<file path="src/rtl/dmem_access_ctrl.sv">
// dmem_access_ctrl
// Sequences one req/ack memory transaction per MEM-stage load/store and
// produces the pipeline stall that holds the EX/MEM register (and everything
// upstream) until the access has completed or been abandoned on timeout.
// Also keeps the last load data for MEM/WB, a sticky error flag and a
// saturating count of memory-induced stall cycles for debug.
module dmem_access_ctrl #(
    parameter int ADDR_W      = 32,
    parameter int DATA_W      = 32,
    parameter int TIMEOUT_CYC = 255
) (
    input  logic              clk_i,
    input  logic              rst_i,
    input  logic              Memory_read_i,
    input  logic              Memory_write_i,
    input  logic [ADDR_W-1:0] addr_i,
    input  logic [DATA_W-1:0] wdata_i,
    input  logic              ext_stall_i,
    output logic              stall_o,
    output logic [DATA_W-1:0] rdata_o,
    output logic              mem_req_o,
    output logic              mem_we_o,
    output logic [ADDR_W-1:0] mem_addr_o,
    output logic [DATA_W-1:0] mem_wdata_o,
    input  logic              mem_ack_i,
    input  logic [DATA_W-1:0] mem_rdata_i,
    output logic              err_o,
    output logic [31:0]       stall_cnt_o
);

    // The timeout counter holds the number of REQ cycles already spent
    // without ack; the cycle in which it equals TIMEOUT_CYC-1 is the last
    // one allowed, so an ack-less edge there ends the transaction.
    localparam logic [15:0] TMO_LAST = 16'(TIMEOUT_CYC - 1);

    typedef enum logic [1:0] {
        IDLE = 2'd0,
        REQ  = 2'd1,
        DONE = 2'd2
    } state_t;

    state_t      state;
    state_t      state_nxt;
    logic        access;
    logic        both_ctrl;
    logic        tmo_hit;
    logic        mem_stall;
    logic [15:0] tmo_cnt;

    // Increment that sticks at all-ones instead of wrapping.
    function automatic logic [31:0] sat_inc(input logic [31:0] v);
        return (v == 32'hFFFF_FFFF) ? v : v + 32'd1;
    endfunction

    assign access    = Memory_read_i | Memory_write_i;
    assign both_ctrl = Memory_read_i & Memory_write_i;
    assign tmo_hit   = (tmo_cnt == TMO_LAST);

    // State register; reset aborts any outstanding transaction at once.
    always_ff @(posedge clk_i or posedge rst_i) begin
        if (rst_i) begin
            state <= IDLE;
        end else begin
            state <= state_nxt;
        end
    end

    // Next-state logic. DONE waits for the pipeline to actually advance
    // (ext_stall_i low) so the same instruction is never issued twice.
    always_comb begin
        state_nxt = state;
        unique case (state)
            IDLE: begin
                if (access) begin
                    state_nxt = REQ;
                end
            end
            REQ: begin
                if (mem_ack_i || tmo_hit) begin
                    state_nxt = DONE;
                end
            end
            DONE: begin
                if (!ext_stall_i) begin
                    state_nxt = IDLE;
                end
            end
            default: begin
                state_nxt = IDLE;
            end
        endcase
    end

    // State-decoded outputs: request strobe and the memory share of the stall.
    always_comb begin
        mem_req_o = 1'b0;
        mem_stall = 1'b0;
        unique case (state)
            IDLE: begin
                mem_stall = access;
            end
            REQ: begin
                mem_req_o = 1'b1;
                mem_stall = 1'b1;
            end
            DONE: begin
                mem_req_o = 1'b0;
                mem_stall = 1'b0;
            end
            default: begin
                mem_req_o = 1'b0;
                mem_stall = 1'b0;
            end
        endcase
    end

    assign stall_o = ext_stall_i | mem_stall;

    // Capture the access in IDLE so address/data/direction stay frozen in REQ.
    // A simultaneous load+store is resolved as a store.
    always_ff @(posedge clk_i or posedge rst_i) begin
        if (rst_i) begin
            mem_addr_o  <= '0;
            mem_wdata_o <= '0;
            mem_we_o    <= 1'b0;
        end else if (state == IDLE && access) begin
            mem_addr_o  <= addr_i;
            mem_wdata_o <= wdata_i;
            mem_we_o    <= Memory_write_i;
        end
    end

    // Count ack-less REQ cycles; cleared whenever REQ is not continuing.
    always_ff @(posedge clk_i or posedge rst_i) begin
        if (rst_i) begin
            tmo_cnt <= '0;
        end else if (state == REQ && !mem_ack_i && !tmo_hit) begin
            tmo_cnt <= tmo_cnt + 16'd1;
        end else begin
            tmo_cnt <= '0;
        end
    end

    // Load data is taken only from a real ack to a read; acks seen outside
    // REQ are spurious and dropped.
    always_ff @(posedge clk_i or posedge rst_i) begin
        if (rst_i) begin
            rdata_o <= '0;
        end else if (state == REQ && mem_ack_i && !mem_we_o) begin
            rdata_o <= mem_rdata_i;
        end
    end

    // Sticky error: conflicting controls at issue, or a timed-out request.
    always_ff @(posedge clk_i or posedge rst_i) begin
        if (rst_i) begin
            err_o <= 1'b0;
        end else if ((state == IDLE && both_ctrl) ||
                     (state == REQ && !mem_ack_i && tmo_hit)) begin
            err_o <= 1'b1;
        end
    end

    // Saturating count of cycles stalled because of the memory access.
    always_ff @(posedge clk_i or posedge rst_i) begin
        if (rst_i) begin
            stall_cnt_o <= '0;
        end else if (mem_stall) begin
            stall_cnt_o <= sat_inc(stall_cnt_o);
        end
    end

endmodule

</file>
<file path="config.mk">
export PLATFORM = sky130hd
export DESIGN_NAME = dmem_access_ctrl
export DESIGN_NICKNAME = d
export VERILOG_FILES = /design/src/rtl/dmem_access_ctrl.sv
export SDC_FILE = /design/constraint.sdc
export NUM_CORES = 1
export LEC_CHECK = 0
export CAP_MARGIN = 10
export CORE_MARGIN = 5
export CORE_UTILIZATION = 40
export CTS_BUF_LIST = sky130_fd_sc_hd__clkbuf_2
export DETAILED_ROUTE_END_ITERATION = 10
export GPL_ROUTABILITY_DRIVEN = 0
export GPL_TIMING_DRIVEN = 0
export PLACE_DENSITY_LB_ADDON = 0.25
export SLEW_MARGIN = 40
export SYNTH_ARGS = -nofsm -noshare
export SYNTH_HDL_FRONTEND = slang
export SYNTH_SLANG_ARGS = --single-unit
</file>
<file path="constraint.sdc">
create_clock -name clk_i -period 10.5 [get_ports clk_i]
set_input_delay 1.575 -clock clk_i [delete_from_list [all_inputs] [get_ports clk_i]]
set_output_delay 1.575 -clock clk_i [all_outputs]
set_load 0.005 [all_outputs]
</file>
==> results of run 1 <==
-- final cells by class --
type                       instances  area (um^2)
multi-input combinational        285         2360
clock buffer                      19         95.1
buffer                            13         71.3
inverter                           5         26.3
timing repair buffer             234         2360
fill                            1231         6130
clock inverter                    13          164
tap                              188          235
sequential                       148         3700
-- cell families after synthesis --
logic type / Yosys count / synth area share, %
simple gates: 132 / 12.8
fa+ha+maj: 3 / 0.610
buf+inv: 18 / 1.46
mux: 97 / 17.8
xor+xnor: 41 / 5.84
compound gates: 12 / 1.28
flops: 148 / 60.2
-- where the power goes --
group / total (W) / switching, W / leakage (nW) / internal [W]
logic: 0.000911 / 0.000303 / 1.85 / 0.000607
registers: 0.000906 / 0.000128 / 1.83 / 0.000778
clock network: 0.000351 / 0.000197 / 0.151 / 0.000153
-- cells in the final DEF (no fill, tap or decap), types with 2 or more instances in the layout --
master           instances
clkdlybuf4s50_1        233
buf_2                   12
o21ai_0                  3
inv_1                    4
dfrtp_1                148
nand2b_1                 2
or3_1                    4
nor4b_2                  3
nor2_1                  36
and3_1                   8
clkinv_1                 5
clkinv_2                 2
clkinvlp_4               2
xor2_1                  26
mux2_2                  97
nand2_1                 17
nor4_4                   2
or2_2                    2
bufinv_16                4
nor4b_1                  2
nand3_1                 17
nand4_1                 20
nor3_2                   2
and4_1                   3
xnor2_1                 15
ha_1                     3
clkbuf_2                19
a21oi_1                  3
nor3_1                   6
-- final timing paths --
| check | start | end | slack [ns] |
|---|---|---|---|
| worst max-delay path | Memory_write_i | stall_o | 5.28 |
| worst min-delay path | stall_cnt_o[28]$_DFFE_PP0P_ | stall_cnt_o[28]$_DFFE_PP0P_ | 0.51 |
| worst max register to register | tmo_cnt[0]$_DFF_PP0_ | tmo_cnt[6]$_DFF_PP0_ | 8.33 |
| worst min register to register | stall_cnt_o[28]$_DFFE_PP0P_ | stall_cnt_o[28]$_DFFE_PP0P_ | 0.51 |
| max in group asynchronous | rst_i | err_o$_DFFE_PP0P_ | 8.43 |
| min in group asynchronous | rst_i | mem_addr_o[2]$_DFFE_PP0N_ | 1.31 |
-- critical path: cells and delay by family --
family | cells | cell delay (ns)
AND/OR/NAND/NOR | 3 | 1.17
buffers and inverters | 2 | 0.91
-- metal layers --
| layer | track usage, % | vias to the layer above |
|---|---|---|
| met3 | 9.98 | 24 |
| met2 | 29.8 | 184 |
| li1 | - | 2099 |
| met5 | 0 | - |
| met4 | 6.80 | 0 |
| met1 | 20.7 | 2233 |
-- state kept, by name, indices dropped and copies added, names as in the netlist --
name / flops
tmo_cnt: 16
err_o: 1
mem_addr_o: 32
rdata_o: 32
mem_wdata_o: 32
mem_we_o: 1
stall_cnt_o: 32
state: 2
-- stage by stage --
step                      utilization (%)  instances
after floorplan                         -        451
after global placement               57.6        872
after detailed placement             57.8        873
after CTS                            59.5        905
after global routing                 59.5        905
final                                59.5        905
==> flow_metrics.py, run 1 <==
metrics = {
    "logic_synthesis": {
        "synthTopCellsByCount": "dfrtp_1, mux2_2, nor2_1, xor2_1, nand4_1",
        "synth_top_area_share_pct": 60.2,
        "synth.ff_latch_count": 148,
        "ys_types": 38,
        "netlist_instances": 451,
        "syn_nets": 556,
        "synth_ff_type": "dfrtp_1",
        "ys_warn_count": 0,
        "synth_area_um2": 6150,
        "syn_avg_cell_area_um2": 13.6,
        "synth_edf_count": 0,
        "async_reset_ff_share_pct": 100,
        "synth_most_common_cell": "dfrtp_1",
        "yosys.area.top_type": "dfrtp_1",
        "yosysSeqAreaShare_pct": 60.2,
        "synthTopCellsByArea": "dfrtp_1, mux2_2, xor2_1, nor2_1, xnor2_1",
    },
    "sta": {
        "tightestPinTransition_ns": 0.737,
        "hold_slack_ns": 0.508,
        "finalMaxSlewViolations": 0,
        "finalHoldViolCount": 0,
        "fin_ws_ns": 5.28,
        "slew_headroom_pct": 50.7,
        "fmax_ghz": 0.192,
        "setup_viol": 0,
        "fin_crit_ns": 5.22,
        "rsz0062_at_grt": "false",
        "timing.setup.tns_ns": 0,
        "fin_crit_sh_pct": 49.7,
        "skew_ns": 0.0213,
    },
    "floorplan": {
        "ios": 234,
        "die-area_um2": 18000,
        "dieWidth_um": 134,
        "placementRows": 45,
        "coreArea_um2": 15100,
        "die_y_um": 134,
        "initial_core_util_pct": 40.6,
    },
    "grt": {
        "grt-ovfl-total": 0,
        "grt_pass1_wl_um": 25900,
        "grt_use_total_pct": 18.4,
        "antenna_found_initial": 0,
        "grt_max_degree": 82,
        "grt_pass1_vias": 4947,
    },
    "critical_path": {
        "path_class": "in2out",
        "critical_path_required_ns": 8.93,
        "slowest_stage": "nor3_1",
        "cp_cell_sequence": "clkdlybuf4s50_1, nor3_1, nor2_1, or2_2, clkdlybuf4s50_1",
        "ff2ff_path_depth": 7,
        "endpoint_kind": "primary output",
        "cp-start-kind": "primary input",
        "crit_fanout": 10,
        "cpPeakStageDelay_ns": 0.49,
        "cp_common_cell": "clkdlybuf4s50_1",
        "worstPathArrival_ns": 3.64,
    },
    "clocking": {
        "clk_latency_ns": 0.69,
        "clockRootBuffer": "clkbuf_2",
        "cts_buffer_depth": 2,
        "cts-buffers-inserted": 17,
        "cts_tree": "done",
        "cts_hold_buffers": 0,
        "cts.sink_count": 148,
        "path_clk_slew_ns": 0.19,
        "postCtsSetupBuffers": 0,
        "cts-resized-gates": 0,
        "cts_max_level": 4,
    },
    "placed_design": {
        "dp_hpwl_um": 12300,
        "dpl_cell_area_um2": 8750,
        "io_buffers": 233,
        "pre_cts_slack_ns": 5.25,
    },
    "final_layout": {
        "final_nets": 809,
        "fin_area_um2": 9010,
        "area_growth_pct": 46.5,
        "final_layout_size_suffix_gt1_share_pct": 21.6,
        "diodes": 0,
    },
    "routing": {
        "wl_per_cell_um": 17.7,
        "finalWirelength_um": 16100,
        "drc": 0,
        "wl_met2_um": 7840,
        "highest_layer": "met4",
        "vias_per_cell": 5.02,
        "wl_met1_um": 5920,
        "wl_met3_um": 1950,
        "dr_total_vias": 4540,
        "postRouteAntennaNets": 0,
        "first_pass_iters": 4,
        "drt_iter0_markers": 213,
    },
    "power_and_ir_drop": {
        "power_w": 0.00217,
        "p_per_area_nw_per_um2": 241,
        "ir_drop_mv": 0.137,
        "power.leakage_nw": 3.83,
    },
    "worst_hold_path": {
        "hold-path-cell-count": 1,
        "min_path_type": "reg2reg",
    },
    "status": {
        "status": "completed",
    },
    "job": {
        "drv_cap": 0,
    },
}
(Power assumes the default switching activity.)
==> inputs of run 2 (changes only) <==
==> constraint.sdc (replaced) <==
create_clock -name clk_i -period 4.55 [get_ports clk_i]
set_input_delay 0.6825 -clock clk_i [delete_from_list [all_inputs] [get_ports clk_i]]
set_output_delay 0.6825 -clock clk_i [all_outputs]
set_load 0.005 [all_outputs]
==> run 2 against run 1 <==
Effect of this change: critical path depth unchanged; non-clock buffer count grew 5; final area is 0.43% higher; highest routed layer unchanged; sequential cell count did not move; first-iteration DRC count increased by 13%; largest cell class unchanged; sequential power rose by 130%; total power grew 120%.
==> flow_metrics.py, run 2 (synthesis gave the netlist of run 1 again) <==
metrics = {
    "floorplan": {
        "die_y_um": 134,
        "initial_core_util_pct": 40.6,
        "placementRows": 45,
        "dieWidth_um": 134,
        "die-area_um2": 18000,
        "ios": 234,
        "coreArea_um2": 15100,
    },
    "final_layout": {
        "instances_no_fill": 910,
        "regArea_um2": 3700,
        "final_layout_size_suffix_gt1_share_pct": 22.3,
        "area_growth_pct": 47.2,
        "multi_input_area_um2": 2360,
        "final_nets": 814,
        "mostFrequentLayoutCell": "clkdlybuf4s50_1",
        "fin_util_pct": 59.8,
        "final_cell_mix": "clkdlybuf4s50_1, dfrtp_1, mux2_2, nor2_1, xor2_1",
        "n_fill_cell": 1249,
    },
    "power_and_ir_drop": {
        "power_w": 0.00484,
        "power.leakage_nw": 3.86,
        "p_per_area_nw_per_um2": 534,
        "ir_drop_mv": 0.307,
    },
    "critical_path": {
        "crit_buf_inv": 2,
        "critical_path.top_delay_family": "simple AND/OR/NAND/NOR gates",
        "cp_common_cell": "clkdlybuf4s50_1",
        "cp-start-kind": "primary input",
        "critical_path_required_ns": 3.87,
        "path_class": "in2out",
        "endpoint_kind": "primary output",
        "worstPathArrival_ns": 2.82,
        "crit_fanout": 10,
        "slowest_stage": "nor3_1",
        "cp_cell_sequence": "clkdlybuf4s50_1, nor3_1, nor2_1, or2_2, clkdlybuf4s50_1",
        "cpPeakStageDelay_ns": 0.52,
        "r2r_setup_slack_ns": 2.35,
    },
    "sta": {
        "slew_headroom_pct": 47.9,
        "setup_viol": 0,
        "rsz0062_at_grt": "false",
        "timing.setup.tns_ns": 0,
        "fin_crit_ns": 3.50,
        "fin_crit_sh_pct": 77.0,
        "finalMaxSlewViolations": 0,
        "finalHoldViolCount": 0,
        "skew_ns": 0.0207,
        "hold_slack_ns": 0.358,
        "fmax_ghz": 0.286,
        "tightestPinTransition_ns": 0.779,
    },
    "clocking": {
        "cts_hold_buffers": 0,
        "cts.sink_count": 148,
        "path_clk_slew_ns": 0.19,
        "cts_buffer_depth": 2,
        "clk_latency_ns": 0.67,
        "cts-buffers-inserted": 17,
        "cts_tree": "done",
        "clockRootBuffer": "clkbuf_2",
        "cts-resized-gates": 0,
        "postCtsSetupBuffers": 0,
        "cts_max_level": 4,
    },
    "placed_design": {
        "io_buffers": 233,
        "dp_hpwl_um": 12800,
        "place_inst": 878,
    },
    "grt": {
        "grt_use_total_pct": 18.4,
        "grt_pass1_wl_um": 25900,
        "grt_pass1_vias": 4973,
        "grt-ovfl-total": 0,
        "antenna_found_initial": 1,
        "grt_max_degree": 27,
    },
    "routing": {
        "drt_iter0_markers": 241,
        "vias_per_cell": 5.06,
        "dr_total_vias": 4602,
        "drc": 0,
        "wl_per_cell_um": 17.9,
        "finalWirelength_um": 16300,
        "first_pass_iters": 6,
        "postRouteAntennaNets": 0,
    },
    "status": {
        "status": "completed",
    },
    "worst_hold_path": {
        "min_path_type": "in2async",
    },
    "job": {
        "drv_cap": 0,
    },
}
==> run 2: cell types whose count changed in the layout (fill, tap and decap cells not counted) <==
cell        delta
clkinv_2       +2
buf_12         +2
clkinvlp_4     -1
clkbuf_2       +4
clkinv_1       -2
diode_2        +1
inv_8          -1
buf_16         +3
bufinv_16      -3
==> run 2: worst paths after layout <==
path | start | to | depth (start not counted)
max reg2reg | tmo_cnt[0]$_DFF_PP0_ | tmo_cnt[6]$_DFF_PP0_ | 7
min reg2reg | stall_cnt_o[28]$_DFFE_PP0P_ | stall_cnt_o[28]$_DFFE_PP0P_ | 1
max in group asynchronous | rst_i | tmo_cnt[5]$_DFF_PP0_ | 5
min | rst_i | rdata_o[20]$_DFFE_PP0P_ | 2
max | Memory_write_i | stall_o | 5
min in group clk_i | stall_cnt_o[28]$_DFFE_PP0P_ | stall_cnt_o[28]$_DFFE_PP0P_ | 1
==> run 2: through the flow <==
stage | setup WS (ns) | cell area [um^2]
floorplan | 2.01 | 6150
global placement | 0.780 | 8720
detailed placement | 1.05 | 8870
CTS | 1.03 | 9050
global route | 0.887 | 9050
finish | 1.05 | 9050
==> run 2: report_power, final <==
group / leakage, nW / switching [W] / internal, W / total (W)
combinational: 1.90 / 0.000709 / 0.00141 / 0.00212
clock: 0.130 / 0.000427 / 0.000198 / 0.000626
sequential: 1.83 / 0.000293 / 0.00180 / 0.00209
==> run 2: final cells by class <==
type                            count  share of cell area, %
Timing Repair Buffer              239                   27.4
Clock buffer                       23                   1.27
Antenna cell                        1                 0.0276
Multi-Input combinational cell    285                   26.0
Sequential cell                   148                   40.9
Inverter                            5                  0.249
Tap cell                          188                   2.60
Clock inverter                      8                  0.677
Buffer                             13                  0.788
==> run 2: routing by layer <==
metal / vias up / routed length (um) / track usage, %
met5: - / 0 / 0
met4: 0 / 471 / 8.11
met3: 32 / 2010 / 10.2
met2: 206 / 7750 / 29.1
met1: 2245 / 6030 / 20.5
li1: 2119 / - / -
==> inputs of run 3 (changes only) <==
==> constraint.sdc (replaced) <==
create_clock -name clk_i -period 3.1 [get_ports clk_i]
set_input_delay 0.465 -clock clk_i [delete_from_list [all_inputs] [get_ports clk_i]]
set_output_delay 0.465 -clock clk_i [all_outputs]
set_load 0.005 [all_outputs]
==> run 3 against run 2 <==
Effect of this change: wire length rose by 0.10%; core utilization barely moved; clock skew rose by 0.0081 ns; highest routed layer unchanged; combinational power rose by 47%.
==> flow_metrics.py, run 3 (synthesis gave the netlist of run 1 again) <==
metrics = {
    "status": {
        "status": "completed",
    },
    "clocking": {
        "cts-buffers-inserted": 17,
        "cts_buffer_depth": 2,
        "cts.sink_count": 148,
        "cts_tree": "done",
        "cts_hold_buffers": 0,
        "clockRootBuffer": "clkbuf_2",
        "path_clk_slew_ns": 0.19,
        "postCtsSetupBuffers": 0,
        "cts_max_level": 4,
        "clk_latency_ns": 0.68,
    },
    "critical_path": {
        "endpoint_kind": "primary output",
        "r2r_start": "tmo_cnt[0]$_DFF_PP0_",
        "ff2ff_path_depth": 7,
        "crit_fanout": 10,
        "critical_path_required_ns": 2.63,
        "path_class": "reg2out",
        "r2r-end": "tmo_cnt[6]$_DFF_PP0_",
        "cp-start-kind": "flop",
        "r2r_setup_slack_ns": 0.87,
        "worstPathArrival_ns": 2.32,
    },
    "sta": {
        "finalHoldViolCount": 0,
        "fin_crit_ns": 2.78,
        "fin_crit_sh_pct": 89.7,
        "setup_viol": 0,
        "finalMaxSlewViolations": 0,
        "fin_ws_ns": 0.318,
        "fmax_ghz": 0.359,
        "tightestPinTransition_ns": 0.686,
        "slew_headroom_pct": 53.9,
        "rsz0062_at_grt": "false",
        "skew_ns": 0.0288,
    },
    "final_layout": {
        "fin_area_um2": 9060,
        "final_nets": 814,
        "area_growth_pct": 47.3,
        "final_layout_size_suffix_gt1_share_pct": 22.6,
        "instances_no_fill": 910,
        "mostFrequentLayoutCell": "clkdlybuf4s50_1",
        "final_cell_mix": "clkdlybuf4s50_1, dfrtp_1, mux2_2, nor2_1, xor2_1",
    },
    "grt": {
        "grt_pass1_wl_um": 25900,
        "grt_max_degree": 27,
        "antenna_found_initial": 1,
        "grt_pass1_vias": 4986,
        "grt-ovfl-total": 0,
        "grt_use_total_pct": 18.4,
    },
    "worst_hold_path": {
        "min_path_type": "in2async",
    },
    "power_and_ir_drop": {
        "power_frac_clock_pct": 12.9,
        "ir_drop_mv": 0.450,
        "internal_power_w": 0.00500,
        "swShare_pct": 29.5,
        "p_switching_w": 0.00210,
        "power.leakage_nw": 3.86,
        "p_per_area_nw_per_um2": 784,
        "p_comb_share_pct": 43.9,
        "seqPwrFrac_pct": 43.2,
    },
    "routing": {
        "drc": 0,
        "vias_per_cell": 5.05,
        "wl_per_cell_um": 17.9,
        "dr_total_vias": 4595,
        "drt_iter0_markers": 212,
        "first_pass_iters": 6,
        "postRouteAntennaNets": 0,
        "finalWirelength_um": 16300,
    },
    "floorplan": {
        "die_y_um": 134,
        "initial_core_util_pct": 40.6,
        "coreArea_um2": 15100,
        "ios": 234,
        "dieWidth_um": 134,
        "placementRows": 45,
        "die-area_um2": 18000,
    },
    "placed_design": {
        "io_buffers": 233,
        "dp_hpwl_um": 12800,
        "place_inst": 878,
        "dpl_cell_area_um2": 8870,
        "pre_cts_slack_ns": 0.0341,
    },
    "job": {
        "drv_cap": 0,
    },
}
run 3: cell counts in the layout (fill, tap and decap cells not counted):
Identical to the previous run, type by type.
run 3: layout make-up:
class | instances | area (um^2)
Fill cell | 1249 | 6090
Sequential cell | 148 | 3700
Timing Repair Buffer | 239 | 2480
Multi-Input combinational cell | 285 | 2360
Tap cell | 188 | 235
Clock buffer | 23 | 115
Buffer | 13 | 71.3
Clock inverter | 8 | 61.3
Inverter | 5 | 22.5
Antenna cell | 1 | 2.50
run 3: power by group through the flow:
stage                     sequential (W)  clock, W  combinational [W]
final                            0.00307  0.000916            0.00312
after CTS                        0.00308  0.000978            0.00318
after global placement           0.00307         0            0.00307
after detailed placement         0.00312         0            0.00316
after floorplan                  0.00312         0            0.00118
after global routing             0.00317   0.00106            0.00336
run 3: layer usage:
| layer | global-route usage [%] | wire length [um] | vias up |
|---|---|---|---|
| li1 | - | - | 2119 |
| met1 | 20.5 | 6010 | 2252 |
| met2 | 29.1 | 7810 | 195 |
| met3 | 10.2 | 2000 | 29 |
| met4 | 8.11 | 459 | 0 |
| met5 | 0 | 0 | - |
run 3: timing repair:
action,in CTS,in global routing
endpoints found under the hold margin,0,0
endpoints found under the setup margin,1,0
gates resized for setup,2,0
run 3: how the worst max path moves through the flow:
| stage | start | to | slack [ns] | cells after the start |
|---|---|---|---|---|
| after floorplan | rst_i | err_o$_DFFE_PP0P_ | 0.77 | 1 |
| after global placement | rst_i | mem_addr_o[12]$_DFFE_PP0N_ | -0.45 | 2 |
| after detailed placement | Memory_write_i | stall_o | 0.03 | 5 |
| after CTS | state[0]$_DFFE_PP0P_ | stall_o | 0.13 | 4 |
| after global routing | state[0]$_DFFE_PP0P_ | stall_o | 0.05 | 4 |
| final | state[0]$_DFFE_PP0P_ | stall_o | 0.32 | 4 |
run 3: critical path, stage by stage, from the launching register on:
cell and delay, ns:
dfrtp_1 0.45, nor3_2 0.29, nor2_2 0.18, or2_2 0.30, clkdlybuf4s50_1 0.44
run 3: per-stage QoR:
step | TNS, ns | hold WS, ns | total power, W | utilization, %
2_1_floorplan | 0 | 0.461 | 0.00430 | -
6_report | 0 | 0.150 | 0.00710 | 59.8
5_1_grt | 0 | 0.0558 | 0.00758 | 59.8
3_5_place_dp | 0 | 0.471 | 0.00627 | 58.6
4_1_cts | 0 | 0.0414 | 0.00724 | 59.8
3_3_place_gp | -65.94 | 0.459 | 0.00614 | 57.6
